**src/rtl/fifo_lane_serializer_if.sv**
```systemverilog
// Set-side and lane-side handshake bundle of the lane serializer.
// The master modport is the serializer; the slave modport is its surroundings.
interface fifo_lane_serializer_if #(
  parameter int unsigned N      = 8,
  parameter int unsigned LANE_W = 8,
  parameter int unsigned IDX_W  = $clog2(N)
);
  logic [N*LANE_W-1:0] set_data;
  logic                set_empty;
  logic                set_rd_en;
  logic                lane_valid;
  logic                lane_ready;
  logic [LANE_W-1:0]   lane_data;
  logic [IDX_W-1:0]    lane_idx;
  logic                lane_last;

  modport master (
    input  set_data,
    input  set_empty,
    output set_rd_en,
    output lane_valid,
    input  lane_ready,
    output lane_data,
    output lane_idx,
    output lane_last
  );

  modport slave (
    output set_data,
    output set_empty,
    input  set_rd_en,
    input  lane_valid,
    output lane_ready,
    input  lane_data,
    input  lane_idx,
    input  lane_last
  );
endinterface

```
**src/rtl/fifo_lane_serializer.sv**
```systemverilog
// Pops one N-lane set from an FWFT hold buffer and emits it lane by lane over valid/ready,
// with runtime lane count, selectable lane order and flush.
module fifo_lane_serializer #(
  parameter int unsigned N      = 8,
  parameter int unsigned LANE_W = 8,
  parameter int unsigned IDX_W  = $clog2(N),
  parameter int unsigned CNT_W  = $clog2(N + 1)
) (
  input  logic                   i_clk,
  input  logic                   i_rstn,
  fifo_lane_serializer_if.master bus,
  input  logic [CNT_W-1:0]       i_lane_cnt,
  input  logic                   i_msb_first,
  input  logic                   i_flush,
  output logic                   o_busy,
  output logic [15:0]            o_set_count,
  output logic [15:0]            o_lane_count
);

  typedef enum logic [0:0] {StIdle, StActive} state_e;

  state_e              state_q;
  logic [N*LANE_W-1:0] sreg_q;
  logic [CNT_W-1:0]    eff_q;
  logic [CNT_W-1:0]    emit_q;
  logic [IDX_W-1:0]    idx_q;
  logic                msb_q;
  logic                valid_q;
  logic                last_q;
  logic [15:0]         set_cnt_q;
  logic [15:0]         lane_cnt_q;

  logic             accept;
  logic             capture;
  logic [CNT_W-1:0] eff_cnt;
  logic [CNT_W-1:0] emit_nxt;
  logic             last_nxt;

  always_comb begin
    accept  = valid_q & bus.lane_ready;
    // Gated by reset so the upstream never sees a pop while we are held in reset.
    capture = i_rstn & ~bus.set_empty & ~i_flush &
              ((state_q == StIdle) | (accept & last_q));
    if ((i_lane_cnt == '0) || (i_lane_cnt > CNT_W'(N))) begin
      eff_cnt = CNT_W'(N);
    end else begin
      eff_cnt = i_lane_cnt;
    end
    emit_nxt = emit_q + CNT_W'(1);
    last_nxt = (emit_nxt == (eff_q - CNT_W'(1)));
  end

  always_ff @(posedge i_clk) begin
    if (!i_rstn) begin
      state_q    <= StIdle;
      sreg_q     <= '0;
      eff_q      <= '0;
      emit_q     <= '0;
      idx_q      <= '0;
      msb_q      <= 1'b0;
      valid_q    <= 1'b0;
      last_q     <= 1'b0;
      set_cnt_q  <= '0;
      lane_cnt_q <= '0;
    end else begin
      if (accept) begin
        lane_cnt_q <= lane_cnt_q + 16'd1;
      end
      if (capture) begin
        state_q   <= StActive;
        sreg_q    <= bus.set_data;
        eff_q     <= eff_cnt;
        emit_q    <= '0;
        idx_q     <= i_msb_first ? IDX_W'(N - 1) : '0;
        msb_q     <= i_msb_first;
        valid_q   <= 1'b1;
        last_q    <= (eff_cnt == CNT_W'(1));
        set_cnt_q <= set_cnt_q + 16'd1;
      end else if (i_flush) begin
        state_q <= StIdle;
        valid_q <= 1'b0;
        last_q  <= 1'b0;
      end else if (accept) begin
        if (last_q) begin
          state_q <= StIdle;
          valid_q <= 1'b0;
          last_q  <= 1'b0;
        end else begin
          // The head lane always sits at the end the emit order starts from.
          sreg_q <= msb_q ? (sreg_q << LANE_W) : (sreg_q >> LANE_W);
          idx_q  <= msb_q ? (idx_q - IDX_W'(1)) : (idx_q + IDX_W'(1));
          emit_q <= emit_nxt;
          last_q <= last_nxt;
        end
      end
    end
  end

  always_comb begin
    bus.set_rd_en  = capture;
    bus.lane_valid = valid_q;
    bus.lane_data  = msb_q ? sreg_q[(N-1)*LANE_W +: LANE_W] : sreg_q[LANE_W-1:0];
    bus.lane_idx   = idx_q;
    bus.lane_last  = last_q;
    o_busy         = (state_q == StActive);
    o_set_count    = set_cnt_q;
    o_lane_count   = lane_cnt_q;
  end

endmodule
```
**src/flat_wrapper.sv**
```systemverilog
// flat-port wrapper written by rule: the top's interface ports become plain ports
module fifo_lane_serializer_flat 
#(
  parameter int unsigned N      = 8,
  parameter int unsigned LANE_W = 8,
  parameter int unsigned IDX_W  = $clog2(N),
  parameter int unsigned CNT_W  = $clog2(N + 1)
)
  (i_clk, i_rstn, i_lane_cnt, i_msb_first, i_flush, o_busy, o_set_count, o_lane_count, bus_set_data, bus_set_empty, bus_set_rd_en, bus_lane_valid, bus_lane_ready, bus_lane_data, bus_lane_idx, bus_lane_last);
  fifo_lane_serializer_if #(.N(N), .LANE_W(LANE_W), .IDX_W(IDX_W)) bus_i ();
  input  logic i_clk;
  input  logic i_rstn;
  input  logic [CNT_W-1:0] i_lane_cnt;
  input  logic i_msb_first;
  input  logic i_flush;
  output logic o_busy;
  output logic [15:0] o_set_count;
  output logic [15:0] o_lane_count;
  input wire logic [$bits(bus_i.set_data)-1:0] bus_set_data;
  input wire logic [$bits(bus_i.set_empty)-1:0] bus_set_empty;
  output wire logic [$bits(bus_i.set_rd_en)-1:0] bus_set_rd_en;
  output wire logic [$bits(bus_i.lane_valid)-1:0] bus_lane_valid;
  input wire logic [$bits(bus_i.lane_ready)-1:0] bus_lane_ready;
  output wire logic [$bits(bus_i.lane_data)-1:0] bus_lane_data;
  output wire logic [$bits(bus_i.lane_idx)-1:0] bus_lane_idx;
  output wire logic [$bits(bus_i.lane_last)-1:0] bus_lane_last;
  assign bus_i.set_data = bus_set_data;
  assign bus_i.set_empty = bus_set_empty;
  assign bus_set_rd_en = bus_i.set_rd_en;
  assign bus_lane_valid = bus_i.lane_valid;
  assign bus_i.lane_ready = bus_lane_ready;
  assign bus_lane_data = bus_i.lane_data;
  assign bus_lane_idx = bus_i.lane_idx;
  assign bus_lane_last = bus_i.lane_last;
  fifo_lane_serializer #(.N(N), .LANE_W(LANE_W), .IDX_W(IDX_W), .CNT_W(CNT_W)) u_core (.i_clk(i_clk), .i_rstn(i_rstn), .bus(bus_i), .i_lane_cnt(i_lane_cnt), .i_msb_first(i_msb_first), .i_flush(i_flush), .o_busy(o_busy), .o_set_count(o_set_count), .o_lane_count(o_lane_count));
endmodule
```
**config.mk**
```make
export PLATFORM = sky130hd
export DESIGN_NAME = fifo_lane_serializer_flat
export DESIGN_NICKNAME = d
export VERILOG_FILES = /design/src/rtl/fifo_lane_serializer_if.sv /design/src/rtl/fifo_lane_serializer.sv /design/src/flat_wrapper.sv
export SDC_FILE = /design/constraint.sdc
export NUM_CORES = 1
export LEC_CHECK = 0
export ABC_AREA = 1
export CAP_MARGIN = 20
export CORE_MARGIN = 2
export CORE_UTILIZATION = 24
export CTS_CLUSTER_DIAMETER = 120
export DETAILED_ROUTE_END_ITERATION = 16
export SLEW_MARGIN = 20
export SYNTH_ARGS = -nofsm -noshare
export SYNTH_HDL_FRONTEND = slang
export SYNTH_SLANG_ARGS = --single-unit
```
**constraint.sdc**
```tcl
create_clock -name i_clk -period 4.76 [get_ports i_clk]
set_input_delay 0.952 -clock i_clk [delete_from_list [all_inputs] [get_ports i_clk]]
set_output_delay 0.952 -clock i_clk [all_outputs]
set_load 0.1 [all_outputs]
```
==> impl_metrics.py, run 1 <==
metrics = {
    "drt": {
        "vias": 6049,
        "drt_iter0_markers": 422,
        "detail_route.vias_per_cell": 4.58,
        "drc_errors": 0,
        "ant_nets": 0,
        "wirelength_um": 18700,
        "wl_per_cell_um": 14.1,
        "firstDrtPassIters": 5,
    },
    "clock_network": {
        "numCtsBuffers": 9,
        "cts.sinks": 110,
        "cts-resized-gates": 0,
        "cts_setup_buffers": 0,
        "cts_tree": "yes",
        "htreeDepth": 3,
        "ctsLongestPathBuffers": 2,
        "ctsRootBufferMaster": "clkbuf_16",
        "insertion_delay_ns": 0.36,
        "clk_pin_slew_ns": 0.06,
        "cts-hold-fix-buffers": 0,
    },
    "synth": {
        "ys_warn_count": 0,
        "synth_cell_types": 34,
        "syn_avg_cell_area_um2": 6.43,
        "ys_ff_latch": 110,
        "synthArstFlopShare": 0,
        "synthFlopType": "dfxtp_1",
        "syn_nets": 983,
        "synth_area_mm2": 0.00582,
        "synth_cells": 904,
        "synth-edff-count": 0,
        "ys_seq_area_frac": 0.379,
    },
    "hold_path": {
        "hold_path_class": "reg2reg",
    },
    "floorplan": {
        "fp.dieArea_mm2": 0.0255,
        "die_w_um": 160,
        "floorplan.initialDensity": 0.246,
        "rows": 56,
        "coreArea_mm2": 0.0236,
        "ios": 121,
        "die_y_um": 160,
    },
    "sta": {
        "finalHoldViolCount": 0,
        "finalCriticalPeriod_ns": 3.36,
        "tightest_slew_ns": 1.05,
        "fin_worst_skew_ns": 0.00919,
        "slew_violations": 0,
        "setup_viol": 0,
        "min_period_over_period": 0.705,
        "max_freq_mhz": 298,
        "slew_headroom": 0.300,
        "rsz0062_at_grt": "false",
        "fin_setup_tns_ns": 0,
    },
    "pwr": {
        "clock_power_share": 0.359,
        "p_int_mw": 1.42,
        "vdd_drop_max_uv": 152,
        "power_density_mw_per_mm2": 263,
        "swShare": 0.281,
        "power_frac_comb": 0.151,
        "seq_power_share": 0.490,
        "power_leakage_nw": 2.71,
        "power.switching_mw": 0.556,
    },
    "placed_design": {
        "place_hpwl_um": 13300,
        "portBuffers": 120,
        "place_congestion": 0.851,
    },
    "final_layout": {
        "fill_cells": 2594,
        "syn2layout_area_growth_pct": 29.4,
        "multi_input_area_mm2": 0.00308,
        "antenna_cells": 0,
        "final_util": 0.319,
        "seqCellArea_mm2": 0.00220,
        "drive_gt1_frac": 0.0410,
        "final_nets": 1077,
    },
    "global_routing": {
        "grt_overflow": 0,
        "grt_first_pass_wirelength_um": 29600,
        "antenna_found_initial": 0,
        "grt_pass1_vias": 5589,
        "grt_max_degree": 68,
        "grt_usage": 0.146,
    },
    "outcome": {
        "status": "completed",
    },
    "setup_path": {
        "path_class": "in2out",
        "worstSetupEndpointType": "output pin",
        "cp.arrival_ns": 2.40,
        "critical_path.max_stage_delay_ns": 0.50,
        "worstPathRequired_ns": 3.81,
        "crit_chain": "clkdlybuf4s50_1 -> nor2_1 -> nand3_2 -> inv_2 -> buf_12",
        "slowest_stage": "clkdlybuf4s50_1",
        "worst_setup_path_start_kind": "input pin",
        "crit_path_max_fanout": 27,
    },
    "run": {
        "drv_cap": 0,
    },
}
sequential cells by signal, indices dropped and copies added, names as in the netlist:
register and cells:
u_core.o_set_count 16, u_core.o_lane_count 16, u_core.eff_q 4, u_core.sreg_q 64, u_core.emit_q 4, u_core.bus.lane_valid 1
u_core.bus.lane_idx 3, u_core.msb_q 1, u_core.bus.lane_last 1
metrics by stage:
stage	hold slack [ns]	area, um^2	setup WS (ns)	cells	power, mW
2_1_floorplan	0.466	5820	0.798	904	1.17
4_1_cts	0.494	7530	1.38	1320	2.01
3_5_place_dp	0.483	7260	1.09	1306	1.29
6_report	0.484	7530	1.40	1320	1.98
5_1_grt	0.512	7530	1.25	1320	2.08
3_3_place_gp	0.482	7260	1.19	1306	1.29
synth_stat cells (3+ instances only):
cell type / n / area, um^2
a211oi_1: 3 / 22.5
a21oi_1: 58 / 290
a31oi_1: 19 / 119
buf_1: 4 / 15.0
buf_2: 22 / 110
buf_4: 3 / 22.5
clkbuf_1: 14 / 52.6
dfxtp_1: 110 / 2200
ha_1: 4 / 50.1
inv_1: 82 / 308
inv_2: 3 / 11.3
mux2i_1: 17 / 170
nand2_1: 275 / 1030
nand2_2: 3 / 18.8
nand3_1: 31 / 155
nand4_1: 12 / 75.1
nor2_1: 99 / 372
nor3_1: 6 / 30.0
o21ai_0: 113 / 566
o21ai_1: 7 / 35.0
xor2_1: 3 / 26.3
cell type report:
type,instances,share of cell area
Sequential cell,110,0.293
Multi-Input combinational cell,662,0.409
Clock inverter,3,0.00299
Timing Repair Buffer,128,0.167
Tap cell,319,0.0530
Inverter,87,0.0435
Clock buffer,11,0.0322
power by group through the flow:
stage / Clock, mW / Sequential (mW) / Combinational (mW)
3_3_place_gp: 0 / 0.990 / 0.297
3_5_place_dp: 0 / 0.990 / 0.300
4_1_cts: 0.736 / 0.969 / 0.301
2_1_floorplan: 0 / 1.01 / 0.154
5_1_grt: 0.777 / 0.973 / 0.326
6_report: 0.711 / 0.970 / 0.298
worst paths after layout:
kind / from / to / slack, ns / cells after the start
hold / removal: u_core.o_set_count[4] / u_core.o_set_count[4] / 0.48 / 2
hold reg to reg: u_core.o_set_count[4] / u_core.o_set_count[4] / 0.48 / 2
setup / recovery: i_flush / bus_set_rd_en / 1.40 / 5
setup reg to reg: u_core.bus.lane_valid / u_core.sreg_q[48] / 2.21 / 6
worst max-delay path, delay by kind of cell:
kind | cells | cell delay [ns]
simple gates | 2 | 0.27
buf+inv | 3 | 1.16
cell usage in the layout, fill, tap and decap left out, drive strengths merged:
| master | n |
|---|---|
| clkdlybuf4s50 | 114 |
| a211oi | 3 |
| dfxtp | 110 |
| o21a | 2 |
| clkbuf | 11 |
| a31oi | 19 |
| nor2 | 100 |
| nand4 | 12 |
| nor3b | 2 |
| nand3 | 32 |
| o211a | 1 |
| a21oi | 58 |
| a21boi | 1 |
| mux2i | 17 |
| or2 | 1 |
| nor3 | 8 |
| inv | 85 |
| o21ai | 120 |
| buf | 14 |
| xor2 | 3 |
| clkinv | 5 |
| fa | 1 |
| nand2 | 278 |
| ha | 4 |
logic make-up after synthesis:
| family | synth area share |
|---|---|
| adder cells (fa/ha/maj) | 0.0120 |
| AO/OA/AOI/OAI | 0.183 |
| multiplexers | 0.0293 |
| AND/OR/NAND/NOR | 0.300 |
| flip-flops | 0.379 |
| XOR/XNOR | 0.00452 |
| buffers and inverters | 0.0925 |
metal layers:
metal / part of all wire / track usage / vias up / wire, um
met5: 0 / 0 / - / 0
met4: 0.020 / 0.0405 / 0 / 376
met3: 0.058 / 0.0351 / 21 / 1090
met2: 0.46 / 0.233 / 164 / 8560
met1: 0.46 / 0.195 / 2752 / 8640
li1: - / - / 3112 / -
(Power assumes the default switching activity.)
==> run 2, diff against run 1 <==
clock period = 2.7 ns   (was 4.76 ns; I/O delays follow)
==> run 2 against run 1 <==
  * Setup slack worse by 1.1 ns
  * Non-clock buffer count rose by 9
  * Via count increased by 1.9%
  * Power increased by 80%
  * Sequential cell count did not move
  * Die area is the same
  * Global-route usage increased by 0.40 points
  * Final cell count rose by 0.76%
  * Critical path depth down 1
  * Critical endpoint is now bus_lane_data[6]
  * Highest routed layer unchanged
==> impl_metrics.py, run 2 (synthesized netlist as in run 1, its figures left out) <==
metrics = {
    "setup_path": {
        "startpoint": "u_core.msb_q",
        "crit_path_max_fanout": 12,
        "timing.rr.end": "u_core.sreg_q[10]",
        "rr_worst_depth": 7,
        "cp.arrival_ns": 1.83,
        "slowest_stage": "dfxtp_2",
        "critical_path.max_stage_delay_ns": 0.33,
        "crit_chain": "clkinv_1 -> buf_4 -> o21ai_1 -> buf_12",
        "worst_setup_path_start_kind": "register",
        "path_class": "reg2out",
        "worstSetupEndpointType": "output pin",
        "ff2ff_setup_slack_ns": 0.84,
        "worstPathRequired_ns": 2.16,
        "r2r_start": "u_core.msb_q",
        "worst_setup_path_endpoint": "bus_lane_data[6]",
    },
    "sta": {
        "fin_setup_tns_ns": 0,
        "slew_headroom": 0.629,
        "finalCriticalPeriod_ns": 2.37,
        "slew_violations": 0,
        "finalHoldViolCount": 0,
        "fin_worst_skew_ns": 0.00776,
        "min_period_over_period": 0.877,
        "rsz0062_at_grt": "false",
        "max_freq_mhz": 422,
        "tightest_slew_ns": 0.556,
        "setup_viol": 0,
    },
    "clock_network": {
        "cts-resized-gates": 0,
        "ctsLongestPathBuffers": 2,
        "cts.sinks": 110,
        "clk_pin_slew_ns": 0.07,
        "cts_tree": "yes",
        "numCtsBuffers": 9,
        "htreeDepth": 3,
        "insertion_delay_ns": 0.35,
        "cts-hold-fix-buffers": 0,
        "ctsRootBufferMaster": "clkbuf_16",
        "cts_setup_buffers": 0,
    },
    "floorplan": {
        "ios": 121,
        "floorplan.initialDensity": 0.246,
        "die_w_um": 160,
        "coreArea_mm2": 0.0236,
        "rows": 56,
        "die_y_um": 160,
        "fp.dieArea_mm2": 0.0255,
    },
    "run": {
        "drv_cap": 0,
    },
    "final_layout": {
        "antenna_cells": 0,
        "top_register": "u_core.sreg_q",
        "final_cell_mix": "nand2_1, o21ai_0, dfxtp_1, nor2_1, inv_1",
        "final_common_cell": "nand2_1",
        "largest_reg_flops": 64,
        "final_nets": 1086,
        "fin_cells": 1330,
        "drive_gt1_frac": 0.0910,
        "syn2layout_area_growth_pct": 31.4,
    },
    "placed_design": {
        "place_hpwl_um": 13500,
        "portBuffers": 120,
        "dp.cells": 1315,
        "place_congestion": 0.823,
    },
    "global_routing": {
        "grt_first_pass_wirelength_um": 30700,
        "grt_max_degree": 65,
        "grt_usage": 0.150,
        "grt_overflow": 0,
        "grt_pass1_vias": 5773,
        "antenna_found_initial": 0,
    },
    "drt": {
        "wl_per_cell_um": 14.3,
        "vias": 6162,
        "firstDrtPassIters": 5,
        "drt_iter0_markers": 569,
        "detail_route.vias_per_cell": 4.63,
        "drc_errors": 0,
        "wirelength_um": 19000,
        "ant_nets": 0,
    },
    "pwr": {
        "vdd_drop_max_uv": 283,
        "power_density_mw_per_mm2": 467,
        "power_leakage_nw": 2.87,
    },
    "hold_path": {
        "hold_path_class": "reg2reg",
        "min-delay-start": "u_core.o_set_count[4]",
    },
    "outcome": {
        "status": "completed",
    },
}
-- run 2: changes by cell type in the layout (fill, tap and decap cells not counted) --
cell | before | now
clkdlybuf4s50_1 | 114 | 72
buf_4 | 12 | 52
buf_12 | 1 | 12
o21ai_0 | 113 | 109
o21ai_1 | 7 | 11
clkbuf_1 | 1 | 2
clkbuf_8 | 1 | 2
clkinv_2 | 2 | 1
-- run 2: worst min path at each step --
stage	slack, ns	cells after the start	to
floorplan	0.47	2	u_core.sreg_q[52]
detailed placement	0.48	2	u_core.o_set_count[4]
finish	0.49	2	u_core.o_set_count[4]
CTS	0.49	2	u_core.o_set_count[4]
global placement	0.48	2	u_core.sreg_q[54]
global route	0.53	2	u_core.sreg_q[9]
-- run 2: stage by stage --
stage / utilization / setup WS [ns] / power, mW / cell area (um^2) / hold slack, ns
6_report: 0.324 / 0.333 / 3.57 / 7640 / 0.493
5_1_grt: 0.324 / 0.271 / 3.74 / 7640 / 0.532
4_1_cts: 0.324 / 0.336 / 3.61 / 7640 / 0.494
3_5_place_dp: 0.312 / 0.375 / 2.32 / 7360 / 0.483
3_3_place_gp: 0.312 / 0.430 / 2.31 / 7360 / 0.481
2_1_floorplan: - / -0.0930 / 2.06 / 5820 / 0.466
-- run 2: report_power, final --
group	switching (mW)	internal [mW]	total (mW)
combinational	0.346	0.222	0.568
clock	0.613	0.677	1.29
sequential	0.0396	1.67	1.71
total	0.998	2.57	3.57
-- run 2: layer usage --
layer  up-vias  share of wire  global-route usage  routed length (um)
li1       3131              -                   -                   -
met1      2826           0.46               0.201                8680
met2       191           0.47               0.247                8950
met3        14          0.061              0.0306                1150
met4         0          0.011              0.0347                 212
met5         -              0                   0                   0
-- run 2: final cells by class --
| type | instances | area (um^2) |
|---|---|---|
| repair buffers | 137 | 1360 |
| well taps | 319 | 399 |
| fillers | 2575 | 16000 |
| clock inverters | 2 | 17.5 |
| inverters | 87 | 328 |
| multi-input cells | 662 | 3080 |
| flip-flops and latches | 110 | 2200 |
| clock buffers | 13 | 260 |
-- run 2: critical path, delay by kind of cell, from the launching register on --
| kind | cells | cell delay [ns] |
|---|---|---|
| flops | 1 | 0.33 |
| compound gates | 1 | 0.32 |
| buf+inv | 3 | 0.81 |
==> run 3, diff against run 2 <==
ABC_CLOCK_PERIOD_IN_PS = 2700   (was unset)
==> results of run 3 <==
The final DEF is identical to that of run 2; final timing and power are the same.
